==> config.mk <==
export PLATFORM = sky130hd
export DESIGN_NAME = alu16_sched
export DESIGN_NICKNAME = d
export VERILOG_FILES = /design/src/rtl/alu16_pkg.sv /design/src/rtl/rr_arbiter.sv /design/src/rtl/alu16_sched.sv
export SDC_FILE = /design/constraint.sdc
export NUM_CORES = 1
export LEC_CHECK = 0
export ABC_AREA = 1
export BUFFER_PORTS_ARGS = -buffer_cell sky130_fd_sc_hd__buf_2
export CORE_MARGIN = 2
export CORE_UTILIZATION = 44
export DETAILED_ROUTE_END_ITERATION = 8
export PLACE_DENSITY = 0.78
export SLEW_MARGIN = 20
export SYNTH_ARGS = -nofsm -noshare
export SYNTH_HDL_FRONTEND = slang
export SYNTH_SLANG_ARGS = --single-unit
==> constraint.sdc <==
create_clock -name clk -period 2.1 [get_ports clk]
set_input_delay 0.42 -clock clk [delete_from_list [all_inputs] [get_ports clk]]
set_output_delay 0.42 -clock clk [all_outputs]
set_load 0.01 [all_outputs]
==> src/rtl/alu16_pkg.sv <==
// Shared types and widths for the alu16 scheduler slice.
package alu16_pkg;

  localparam int ALU_W              = 16;
  localparam int ALU_OUT_W          = 17;
  localparam int ALU_OP_W           = 3;
  localparam int ALU_CYCLES_DEFAULT = 17;

  typedef enum logic [1:0] {
    IDLE,
    START,
    WAIT,
    DONE
  } state_e;

endpackage

==> src/rtl/rr_arbiter.sv <==
// Combinational round-robin arbiter: grants the first set request at or above ptr, wrapping.
module rr_arbiter #(
  parameter int N = 4
) (
  input  logic [N-1:0]         req,
  input  logic [$clog2(N)-1:0] ptr,
  output logic [N-1:0]         grant,
  output logic [$clog2(N)-1:0] grant_idx,
  output logic                 any
);

  localparam int IW = $clog2(N);

  logic [IW-1:0] idx;

  // NOTE: every variable gets a default at the top of always_comb so no path infers a latch.
  always_comb begin
    grant     = '0;
    grant_idx = '0;
    idx       = '0;
    any       = |req;
    // Walk from the farthest offset back to ptr so the nearest requester is written last.
    for (int k = N - 1; k >= 0; k--) begin
      idx = IW'((int'(ptr) + k) % N);
      if (req[idx]) begin
        grant      = '0;
        grant[idx] = 1'b1;
        grant_idx  = idx;
      end
    end
  end

endmodule

==> src/rtl/alu16_sched.sv <==
// Round-robin scheduler sharing one multi-cycle alu16 among NREQ requesters.
// One operation in flight: accept, start pulse, fixed-latency wait, one-cycle response.
module alu16_sched
  import alu16_pkg::*;
#(
  parameter int NREQ       = 4,
  parameter int ALU_CYCLES = ALU_CYCLES_DEFAULT
) (
  input  logic                     clk,
  input  logic                     rst_n,
  input  logic [NREQ-1:0]          req_valid,
  output logic [NREQ-1:0]          req_ready,
  input  logic [NREQ*ALU_W-1:0]    req_a,
  input  logic [NREQ*ALU_W-1:0]    req_b,
  input  logic [NREQ*ALU_OP_W-1:0] req_op,
  output logic [NREQ-1:0]          resp_valid,
  output logic [ALU_OUT_W-1:0]     resp_data,
  output logic                     busy,
  output logic [ALU_W-1:0]         alu_ina,
  output logic [ALU_W-1:0]         alu_inb,
  output logic [ALU_OP_W-1:0]      alu_op,
  output logic                     alu_on,
  input  logic [ALU_OUT_W-1:0]     alu_out
);

  localparam int IW = $clog2(NREQ);
  localparam int CW = $clog2(ALU_CYCLES + 1);

  state_e          state, state_nxt;
  logic [IW-1:0]   ptr;
  logic [IW-1:0]   gidx;
  logic [NREQ-1:0] gnt_q;
  logic [CW-1:0]   cnt;
  logic            cnt_last;

  logic [NREQ-1:0]     arb_req;
  logic [NREQ-1:0]     arb_grant;
  logic [IW-1:0]       arb_idx;
  logic                arb_any;
  logic [ALU_W-1:0]    sel_a, sel_b;
  logic [ALU_OP_W-1:0] sel_op;

  // Masking with rst_n keeps req_ready low for as long as reset is held.
  assign arb_req  = req_valid & {NREQ{rst_n}};
  assign cnt_last = (cnt == CW'(ALU_CYCLES - 1));

  rr_arbiter #(.N(NREQ)) u_arb (
    .req       (arb_req),
    .ptr       (ptr),
    .grant     (arb_grant),
    .grant_idx (arb_idx),
    .any       (arb_any)
  );

  // One-hot AND-OR select of the granted requester's operands.
  always_comb begin
    sel_a  = '0;
    sel_b  = '0;
    sel_op = '0;
    for (int i = 0; i < NREQ; i++) begin
      if (arb_grant[i]) begin
        sel_a  = req_a[i*ALU_W +: ALU_W];
        sel_b  = req_b[i*ALU_W +: ALU_W];
        sel_op = req_op[i*ALU_OP_W +: ALU_OP_W];
      end
    end
  end

  // NOTE: state registers use non-blocking assignments so every flop samples pre-edge values.
  always_ff @(posedge clk or negedge rst_n) begin
    if (!rst_n) begin
      state     <= IDLE;
      ptr       <= '0;
      gidx      <= '0;
      gnt_q     <= '0;
      cnt       <= '0;
      alu_ina   <= '0;
      alu_inb   <= '0;
      alu_op    <= '0;
      resp_data <= '0;
    end else begin
      state <= state_nxt;
      case (state)
        IDLE: if (arb_any) begin
          gidx    <= arb_idx;
          gnt_q   <= arb_grant;
          alu_ina <= sel_a;
          alu_inb <= sel_b;
          alu_op  <= sel_op;
        end
        START: cnt <= '0;
        WAIT: begin
          cnt <= cnt + 1'b1;
          if (cnt_last) resp_data <= alu_out;
        end
        DONE: ptr <= (gidx == IW'(NREQ - 1)) ? '0 : gidx + 1'b1;
        default: ;
      endcase
    end
  end

  always_comb begin
    state_nxt  = state;
    req_ready  = '0;
    resp_valid = '0;
    alu_on     = 1'b0;
    busy       = (state != IDLE);
    case (state)
      IDLE: if (arb_any) begin
        req_ready = arb_grant;
        state_nxt = START;
      end
      START: begin
        alu_on    = 1'b1;
        state_nxt = WAIT;
      end
      WAIT: if (cnt_last) state_nxt = DONE;
      DONE: begin
        resp_valid = gnt_q;
        state_nxt  = IDLE;
      end
      default: state_nxt = IDLE;
    endcase
  end

endmodule
==> out/results.tsv, run 1 <==
stage	metric	value	unit
route	wire_per_inst	14.5	um
yosys	synth_cell_types	30	
critical_path	critPathLaunchType	register	
status	violations	setup timing	
timing	fin_skew	7.67	ps
critical_path	worst-setup-path-type	reg -> out	
yosys	synth_nets	1028	
route	drtAntennaViolNets	0	
floorplan	fp.dieArea	0.0129	mm2
route	via_count	6149	
critical_path	crit_fanout	5	
placement	place_hpwl	12900	um
timing	fmax	413	MHz
yosys	synth_ff_type	dfrtp_1	
cells_and_area	drive_above_1_share	0.364	
yosys	synth_top_family_by_area	simple AND/OR/NAND/NOR gates	
clock_network	clock-root-buffer	clkbuf_16	
grt	grt_max_degree	64	
yosys	synth_xor_area_frac	0	
critical_path	reg2reg_from	ptr[0]	
grt	grtUsageTotal	0.282	
timing	slew_violations	0	
timing	setup_ws	-324	ps
yosys	synth_area_leaders	dfrtp_1, nand2_1, inv_1, nand3_1, o21ai_0	
pwr	leakagePower	0.00483	uW
yosys	yosys-mux-area-fraction	0.0362	
cells_and_area	layout_commonest_cell	nand2_1	
yosys	synth-simple-area-share	0.388	
yosys	yosysTopAreaCell	dfrtp_1	
critical_path	endpoint_kind	output port	
clock_network	cts_buffers	9	
timing	tightest_slew	850	ps
worst_hold_path	min_path_type	in -> async	
yosys	ys_seq_area_frac	0.317	
route	via_per_inst	4.89	
clock_network	cts.path.max_buffers	2	
grt	grt.overflow.total	0	
grt	met3_usage	0.0733	
yosys	synthAdderAreaFrac	0.0355	
critical_path	cp.required	1680	ps
critical_path	path_delay_family	flip-flops	
yosys	synth-edff-count	0	
cells_and_area	area.growth.synth_to_final	43.0	%
status	status	finished, violations left	
floorplan	pin_count	225	
critical_path	cpMaxStageDelayCell	dfrtp_2	
clock_network	clock_sinks	67	
critical_path	arrival	2000	ps
pwr	irDropWorstVdd	1.05	mV
yosys	syn_inst	850	
timing	maxSlewHeadroom	0.434	
cells_and_area	fin_util	0.638	
placement	dp_slack	-173	ps
critical_path	crit_buf_inv	5	
critical_path	max_stage_delay	440	ps
timing	rsz0062_at_grt	yes	
timing	holdWs	87.8	ps
grt	grt_pass1_wl	28600	um
floorplan	coreArea	0.0119	mm2
clock_network	cts_tree	built	
grt	grt_pass1_vias	5995	
placement	globalplace.congestion	0.924	
placement	io_buffers	224	
yosys	ys_warn_count	0	
yosys	async_reset_ff_frac	1.00	
route	drt_iter0_markers	636	
yosys	synth-seq-cells	67	
floorplan	fp-row-count	40	
timing	hold_violations	0	
clock_network	cts_hold_buf	0	
critical_path	r2r_setup_slack	-230	ps
timing	period_share	1.15	
floorplan	start_util	0.446	
clock_network	htreeDepth	3	
yosys	avgSynthCellArea	6.22	um2
timing	setup_viol	39	
route	first_pass_iters	5	
grt	use_met2	0.504	
floorplan	die_x	114	um
grt	antenna_found_initial	1	
cells_and_area	nNetsFinal	1283	
cells_and_area	layout_common_cells	nand2_1, buf_2, inv_1	
yosys	synth_top_area_share	0.317	
run	drv_cap	0	
clock_network	clk_latency	350	ps
grt	use_met1	0.332	
critical_path	path_cells	inv_8, ha_4, inv_6, nand3_4, nand2_4, o21ai_0, inv_1, nand2_1, nand2_2, nand2_2, inv_1, buf_2	
route	routed_wl	18300	um
yosys	synth_compound_area_frac	0.0563	
clock_network	clk_pin_slew_worst_paths	60	ps
floorplan	die_y	114	um
pwr	power.density	2190	mW/mm2
timing	period_minus_slack	2420	ps
yosys	synth_area	0.00529	mm2
grt	top_usage_layer	met2	
route	route.detailed.drc	0	
critical_path	rr_endpoint	alu_inb[3]	
critical_path	reg2reg_depth	18	
area by class of cell:
type	count	area, um2
Antenna cell	1	2.50
Clock buffer	9	225
Clock inverter	7	101
Fill cell	1111	4300
Inverter	167	643
Multi-Input combinational cell	575	2940
Sequential cell	67	1680
Tap cell	147	184
Timing Repair Buffer	285	1790
cell families after synthesis:
group                      count (synthesis)
DFF                                       67
AOI/OAI and AO/OA                         58
adders and majority gates                 15
buffers and inverters                    208
muxes                                     17
and+or+nand+nor                          485
repair_timing:
action / CTS / global route
pin swaps: 14 / 11
gates resized for setup: 32 / 25
setup endpoints to repair: 39 / 41
endpoints found under the hold margin: 0 / 0
setup buffers: 12 / 1
cloned: 3 / 0
synth_stat cells (2+ instances only):
library cell / count
a21oi_1: 6
a31oi_1: 2
buf_2: 17
buf_4: 9
buf_6: 6
clkbuf_1: 9
clkinv_1: 6
dfrtp_1: 67
ha_1: 15
inv_1: 135
inv_2: 25
mux2_2: 17
nand2_1: 355
nand2_2: 12
nand3_1: 93
nand3_4: 2
nor2_1: 10
nor3_1: 4
o21ai_0: 48
or2_1: 2
metrics by stage:
stage               total power (uW)  setup TNS [ps]  cell area, um2  instances
global route                   18200          -13350            7560       1258
floorplan                       9940            -166            5360        850
finish                         16600           -7790            7560       1258
detailed placement             13100           -4500            6840       1227
global placement               12900           -3060            6840       1227
CTS                            16300           -7980            7480       1257
where the power goes:
group	total, uW	leakage (uW)	internal (uW)	switching [uW]
Combinational	12700	0.00385	5260	7410
Clock	1710	0.000152	1050	658
Sequential	2210	0.000820	1860	342
registers in the layout, summed over array words and instances (netlist names):
name and cells:
gidx 2, alu_inb 16, alu_op 3, gnt_q 4
state 2, alu_ina 16, ptr 2, cnt 5
resp_data 17
worst max path at each step:
stage	startpoint	endpoint	slack, ps	cells past startpoint
2_1_floorplan	ptr[0]	req_ready[2]	-70	12
3_3_place_gp	rst_n	alu_inb[6]	-120	15
3_5_place_dp	rst_n	alu_inb[6]	-170	15
4_1_cts	ptr[0]	req_ready[1]	-300	11
5_1_grt	ptr[0]	req_ready[0]	-420	13
6_report	ptr[0]	req_ready[0]	-320	12
worst reg2reg max path, stage by stage, from the launching register on:
cell       delay, ps
dfrtp_2          440
inv_8             50
ha_4             310
nand3_2          120
nand2_4          110
nand2_2           60
inv_2             60
buf_6            100
nand2_4           40
nand3_4          100
nand2_8           70
buf_4            170
bufbuf_16        280
nand2_1           70
clkinv_1          50
nand2_1           50
nand2_1           40
nand2_1           50
nand2_1           50
routing by layer:
| metal | vias up | routed length [um] |
|---|---|---|
| li1 | 3060 | - |
| met1 | 2780 | 7480 |
| met2 | 282 | 8920 |
| met3 | 27 | 1560 |
| met4 | 0 | 299 |
| met5 | - | 0 |
No activity file was read; power rests on OpenSTA's default activity.
==> run 2: changes to the inputs <==
--- a/config.mk
+++ b/config.mk
@@ -11,6 +11,7 @@
 export CORE_UTILIZATION = 44
 export DETAILED_ROUTE_END_ITERATION = 8
 export PLACE_DENSITY = 0.78
+export REMOVE_ABC_BUFFERS = 1
 export SLEW_MARGIN = 20
 export SYNTH_ARGS = -nofsm -noshare
 export SYNTH_HDL_FRONTEND = slang
==> run 2 against run 1 <==
  * The run still ends with setup timing left
  * Sequential share of layout area is 0.28 points lower
  * Sequential cell count is the same
  * Setup slack gained 38 ps
  * Critical endpoint is now req_ready[3]
==> out/results.tsv, run 2 (synthesis gave the netlist of run 1 again) <==
stage	metric	value	unit	change
status	status	finished, violations left		
status	violations	setup timing		
timing	period_minus_slack	2390	ps	-37.5 ps
clock_network	cts_buffers	9		unchanged
route	dr_wl_met2	8870	um	-0.57%
placement	globalplace.congestion	0.892		-3.5%
route	wire_per_inst	15.0	um	+3.0%
cells_and_area	nFillCells	1098		-1.2%
route	routed_wl	18700	um	+2.3%
floorplan	fp.dieArea	0.0129	mm2	unchanged
clock_network	clk_latency	350	ps	about the same
critical_path	endpoint_kind	output port		
route	route.detailed.drc	0		unchanged
cells_and_area	num_antenna_cells	0		-1
clock_network	htreeDepth	3		unchanged
clock_network	clock-root-buffer	clkbuf_16		
grt	grt_max_degree	46		-28%
timing	period_share	1.14		-0.0179
timing	fmax	419	MHz	+1.6%
critical_path	arrival	1970	ps	-30 ps
critical_path	critPathLaunchType	register		
timing	setup_ws	-286	ps	+37.5 ps
critical_path	worst-setup-path-type	reg -> out		
cells_and_area	largest_reg_flops	17		unchanged
route	met1Wirelength	7640	um	+2.1%
grt	grt_pass1_wl	29400	um	+2.7%
placement	dp_slack	-127	ps	+45.2 ps
grt	grtUsageTotal	0.291		+0.00978
grt	antenna_found_initial	0		-1
timing	setup_viol	39		unchanged
critical_path	crit_fanout	4		-1
pwr	power.density	2290	mW/mm2	+4.6%
cells_and_area	drive_above_1_share	0.363		-0.000988
clock_network	cts_hold_buf	0		unchanged
timing	slew_violations	0		unchanged
run	drv_cap	0		unchanged
route	first_pass_iters	5		unchanged
pwr	irDropWorstVdd	1.36	mV	+29%
timing	maxSlewHeadroom	0.609		+0.175
timing	rsz0062_at_grt	yes		
clock_network	cts.path.max_buffers	2		unchanged
route	routed.top_layer	met4		
route	drt_iter0_markers	463		-27%
pwr	leakagePower	0.00483	uW	+0.11%
placement	place_hpwl	11500	um	-10%
floorplan	fp-row-count	40		unchanged
floorplan	die_x	114	um	unchanged
clock_network	clock_sinks	67		unchanged
clock_network	cts_tree	built		
placement	io_buffers	224		unchanged
cells_and_area	fin_util	0.645		+0.00760
floorplan	die_y	114	um	unchanged
route	via_count	6178		+0.47%
route	drtAntennaViolNets	0		unchanged
timing	hold_violations	0		unchanged
route	via_per_inst	4.95		+1.2%
floorplan	coreArea	0.0119	mm2	unchanged
cells_and_area	area.growth.synth_to_final	44.7	%	
cells_and_area	layout_commonest_cell	nand2_1		
cells_and_area	reg_top3	resp_data (17), alu_ina (16), alu_inb (16)		
critical_path	cp.required	1680	ps	about the same
cells_and_area	regMostFlops	resp_data		
timing	tightest_slew	587	ps	-262 ps
cells_and_area	nNetsFinal	1276		-0.55%
cells_and_area	layout_common_cells	nand2_1, buf_2, inv_1		
route	met3WireLength	1440	um	-7.6%
grt	grt_pass1_vias	5839		-2.6%
grt	grt.overflow.total	0		unchanged
clock_network	clk_pin_slew_worst_paths	60	ps	about the same
floorplan	start_util	0.446		unchanged
floorplan	pin_count	225		unchanged
timing	fin_skew	8.21	ps	+0.536 ps
worst_hold_path	min_path_type	in -> async		
[run 2: layer usage]
| metal | track usage | vias up |
|---|---|---|
| li1 | - | 3050 |
| met1 | 0.366 | 2797 |
| met4 | 0.126 | 0 |
| met3 | 0.0627 | 59 |
| met2 | 0.486 | 272 |
| met5 | 0 | - |
[run 2: layout make-up]
| cell class | instances | area (um2) | share of cell area |
|---|---|---|---|
| Inverter | 167 | 641 | 0.0837 |
| Clock buffer | 9 | 225 | 0.0294 |
| Sequential cell | 67 | 1680 | 0.219 |
| Multi-Input combinational cell | 575 | 2950 | 0.386 |
| Timing Repair Buffer | 278 | 1890 | 0.246 |
| Tap cell | 147 | 184 | 0.0240 |
| Clock inverter | 6 | 90.1 | 0.0118 |
[run 2: path summary, 6_finish.rpt]
| kind | start | end | slack [ps] | cells after the start |
|---|---|---|---|---|
| max in group asynchronous | rst_n | alu_ina[14] | 1390 | 2 |
| worst min register to register | alu_op[0] | alu_op[0] | 470 | 2 |
| min in group clk | alu_out[10] | resp_data[10] | 300 | 2 |
| worst min-delay path | rst_n | gidx[1] | 70 | 2 |
| worst max register to register | ptr[0] | alu_inb[11] | -200 | 19 |
| worst max-delay path | ptr[0] | req_ready[3] | -290 | 11 |
[run 2: power by group]
part	switching, uW	internal [uW]	leakage (uW)	total (uW)
Clock	612	1040	0.000152	1650
Sequential	318	1860	0.000821	2180
Combinational	7990	5740	0.00386	13700
Total	8920	8640	0.00483	17600
[run 2: timing repair]
action | CTS | global route
gates cloned | 9 | 0
gates resized for setup | 83 | 25
buffers inserted | 12 | 2
setup endpoints to repair | 39 | 42
pin swaps | 14 | 17
[run 2: worst max-delay path, cell delays in order (launching register included)]
cell     delay (ps)
dfrtp_1         430
inv_6            50
ha_4            300
inv_4            60
nand3_2          70
nand2_2          60
nor2_4          170
nand3_2         110
nand2_2         100
nand2_4          60
nor2_4          100
buf_6           110
[run 2: metrics by stage]
step	hold WS [ps]	setup TNS (ps)	std cells	cell area, um2	power (uW)
after floorplan	124	-32840	809	5040	8940
after global placement	419	-993	1213	6680	12500
after detailed placement	413	-2670	1213	6680	12700
after CTS	57.6	-4230	1248	7590	17400
after global routing	69.6	-9290	1249	7650	19100
final	67.3	-4650	1249	7650	17600
==> run 3: changes to the inputs <==
--- a/config.mk
+++ b/config.mk
@@ -8,9 +8,9 @@
 export ABC_AREA = 1
 export BUFFER_PORTS_ARGS = -buffer_cell sky130_fd_sc_hd__buf_2
 export CORE_MARGIN = 2
-export CORE_UTILIZATION = 44
+export CORE_UTILIZATION = 40
 export DETAILED_ROUTE_END_ITERATION = 8
-export PLACE_DENSITY = 0.78
+export PLACE_DENSITY = 0.72
 export REMOVE_ABC_BUFFERS = 1
 export SLEW_MARGIN = 20
 export SYNTH_ARGS = -nofsm -noshare
==> constraint.sdc (replaced) <==
create_clock -name clk -period 2.1 [get_ports clk]
set_input_delay 0.105 -clock clk [delete_from_list [all_inputs] [get_ports clk]]
set_output_delay 0.105 -clock clk [all_outputs]
set_load 0.01 [all_outputs]
==> run 3 against run 2 <==
  * The flow still finishes with violations (setup timing)
  * Sequential power hardly changed
  * Core utilization is 4.8 points lower
  * Non-clock buffer count is 18 higher
  * Register-to-register slack better by 160 ps
  * First-iteration DRC count is 0.86% lower
  * Cell count is 3.9% higher
  * Via count is 0.45% lower
  * Sequential cell count stayed put
  * Critical path type unchanged
  * Critical endpoint unchanged
==> out/results.tsv, run 3 (synthesis gave the netlist of run 1 again) <==
stage	metric	value	unit	change
status	status	finished, violations left		
status	violations	setup timing		
critical_path	path_cells	inv_6, ha_4, inv_4, nand3_4, nand2_4, nand2_2, inv_2, a21oi_2, nand2_2, nand2_4, buf_6, nor2_1, buf_2		
floorplan	start_util	0.404		-0.0417
pwr	leakagePower	0.00490	uW	+1.4%
timing	holdWs	6.88	ps	-60.4 ps
cells_and_area	reg_top3	resp_data (17), alu_ina (16), alu_inb (16)		
cells_and_area	fin_util	0.598		-0.0476
grt	grtUsageTotal	0.251		-0.0402
clock_network	cts.path.max_buffers	2		unchanged
route	via_per_inst	4.74		-4.2%
cells_and_area	area.growth.synth_to_final	47.8	%	
floorplan	die_x	119	um	+4.7%
critical_path	arrival	2080	ps	+110 ps
critical_path	cp.required	2000	ps	+320 ps
critical_path	path_delay_family	buffers and inverters		
critical_path	crit_buf_inv	5		+2
clock_network	clock-root-buffer	clkbuf_16		
route	drtAntennaViolNets	0		unchanged
floorplan	coreArea	0.0131	mm2	+10%
critical_path	critPathLaunchType	register		
cells_and_area	drive_above_1_share	0.361		-0.00201
grt	grt_max_degree	55		+20%
critical_path	cpMaxStageDelayCell	dfrtp_2		
floorplan	pin_count	225		unchanged
clock_network	htreeDepth	3		unchanged
timing	fmax	457	MHz	+9.0%
pwr	power.density	2200	mW/mm2	-3.9%
timing	tightest_slew	735	ps	+148 ps
floorplan	fp-row-count	42		+5.0%
cells_and_area	largest_reg_flops	17		unchanged
route	first_pass_iters	5		unchanged
clock_network	clk_latency	340	ps	about the same
pwr	irDropWorstVdd	1.09	mV	-20%
critical_path	crit_fanout	5		+1
worst_hold_path	min_path_type	in -> reg		
timing	maxSlewHeadroom	0.510		-0.0983
timing	fin_skew	11.5	ps	+3.34 ps
cells_and_area	nNetsFinal	1295		+1.5%
cells_and_area	layout_common_cells	nand2_1, buf_2, inv_1		
run	drv_cap	0		unchanged
clock_network	cts_tree	built		
route	routed_wl	18500	um	-1.2%
cells_and_area	nFillCells	1205		+9.7%
critical_path	endpoint_kind	output port		
route	wire_per_inst	14.2	um	-5.0%
timing	slew_violations	0		unchanged
cells_and_area	num_antenna_cells	0		unchanged
placement	place_hpwl	12100	um	+5.0%
timing	rsz0062_at_grt	yes		
grt	grt_pass1_wl	28400	um	-3.1%
timing	period_minus_slack	2190	ps	-198 ps
clock_network	clock_sinks	67		unchanged
route	route.detailed.drc	0		unchanged
floorplan	die_y	119	um	+4.7%
floorplan	fp.dieArea	0.0142	mm2	+9.6%
timing	setup_ws	-88.6	ps	+198 ps
clock_network	cts_buffers	9		unchanged
grt	antenna_found_initial	0		unchanged
route	drt_iter0_markers	459		-0.86%
timing	hold_violations	0		unchanged
timing	period_share	1.04		-0.0942
critical_path	max_stage_delay	440	ps	about the same
cells_and_area	regMostFlops	resp_data		
critical_path	worst-setup-path-type	reg -> out		
grt	grt_pass1_vias	6014		+3.0%
route	via_count	6150		-0.45%
grt	grt.overflow.total	0		unchanged
timing	setup_viol	17		-56%
placement	globalplace.congestion	0.896		+0.47%
placement	io_buffers	224		unchanged
cells_and_area	layout_commonest_cell	nand2_1		
clock_network	clk_pin_slew_worst_paths	60	ps	about the same
==> run 3: changes by cell type in the layout (fill, tap and decap cells not counted), sizes merged, moves of 2 or more <==
cell / previous run / this run
buf: 278 / 274
clkbuf: 9 / 14
clkinv: 7 / 5
dlygate4sd3: 0 / 17
inv: 162 / 167
==> run 3: final cells by class <==
cell class	instances	area (um2)	share of cell area
tap	176	220	0.0282
sequential	67	1680	0.215
clock inverter	7	81.3	0.0104
multi-input combinational	576	2980	0.381
clock buffer	9	225	0.0288
timing repair buffer	296	2000	0.256
inverter	167	637	0.0814
==> run 3: path summary, 6_finish.rpt <==
check / from / end / cells past startpoint / slack [ps]
worst max-delay path: ptr[0] / req_ready[3] / 13 / -90
worst min-delay path: alu_out[14] / resp_data[14] / 2 / 7
worst max register to register: ptr[0] / alu_ina[11] / 17 / -40
worst min register to register: alu_ina[13] / alu_ina[13] / 2 / 470
max in group asynchronous: rst_n / alu_ina[1] / 3 / 1020
min in group asynchronous: rst_n / ptr[0] / 2 / 130
==> run 3: worst reg2reg max path: stages (launching register included) <==
cell and delay, ps:
dfrtp_2 410, inv_6 50, ha_4 300, inv_4 60
nand3_2 100, nand2_4 70, nor2_2 150, nand2_2 90
nand3_4 110, buf_8 160, clkbuf_16 160, nand3_1 70
nand2_1 80, inv_2 30, nand2_1 50, nand2_1 40
nand2_1 50, nand2_1 50
==> run 3: power breakdown <==
group / internal, uW / switching [uW] / total (uW) / leakage, uW
clock: 938 / 650 / 1590 / 0.000147
combinational: 5680 / 7780 / 13500 / 0.00393
sequential: 1860 / 323 / 2190 / 0.000820
==> run 3: timing repair <==
action	CTS	global route
cloned	1	6
buffers inserted	12	1
endpoints found under the hold margin	29	0
hold buffers	17	0
endpoints found under the setup margin	39	39
resized for setup	47	62
pin swaps	18	12
==> run 3: per-stage QoR <==
stage	setup TNS [ps]	power (uW)	setup slack (ps)	area, um2	cells
after floorplan	-31580	8940	-802	5040	809
after global placement	-662	12700	-48.1	6750	1246
after detailed placement	-2670	12900	-107	6750	1246
after CTS	-309	15600	-52.4	7500	1291
after global routing	-4710	18800	-156	7820	1298
final	-368	17200	-88.6	7820	1298
==> run 3: metal layers <==
layer  up-vias  part of all wire  GRT usage
li1       3088                 -          -
met1      2779              0.42      0.304
met2       239              0.49      0.437
met3        44             0.059     0.0359
met4         0             0.034      0.123
met5         -                 0          0
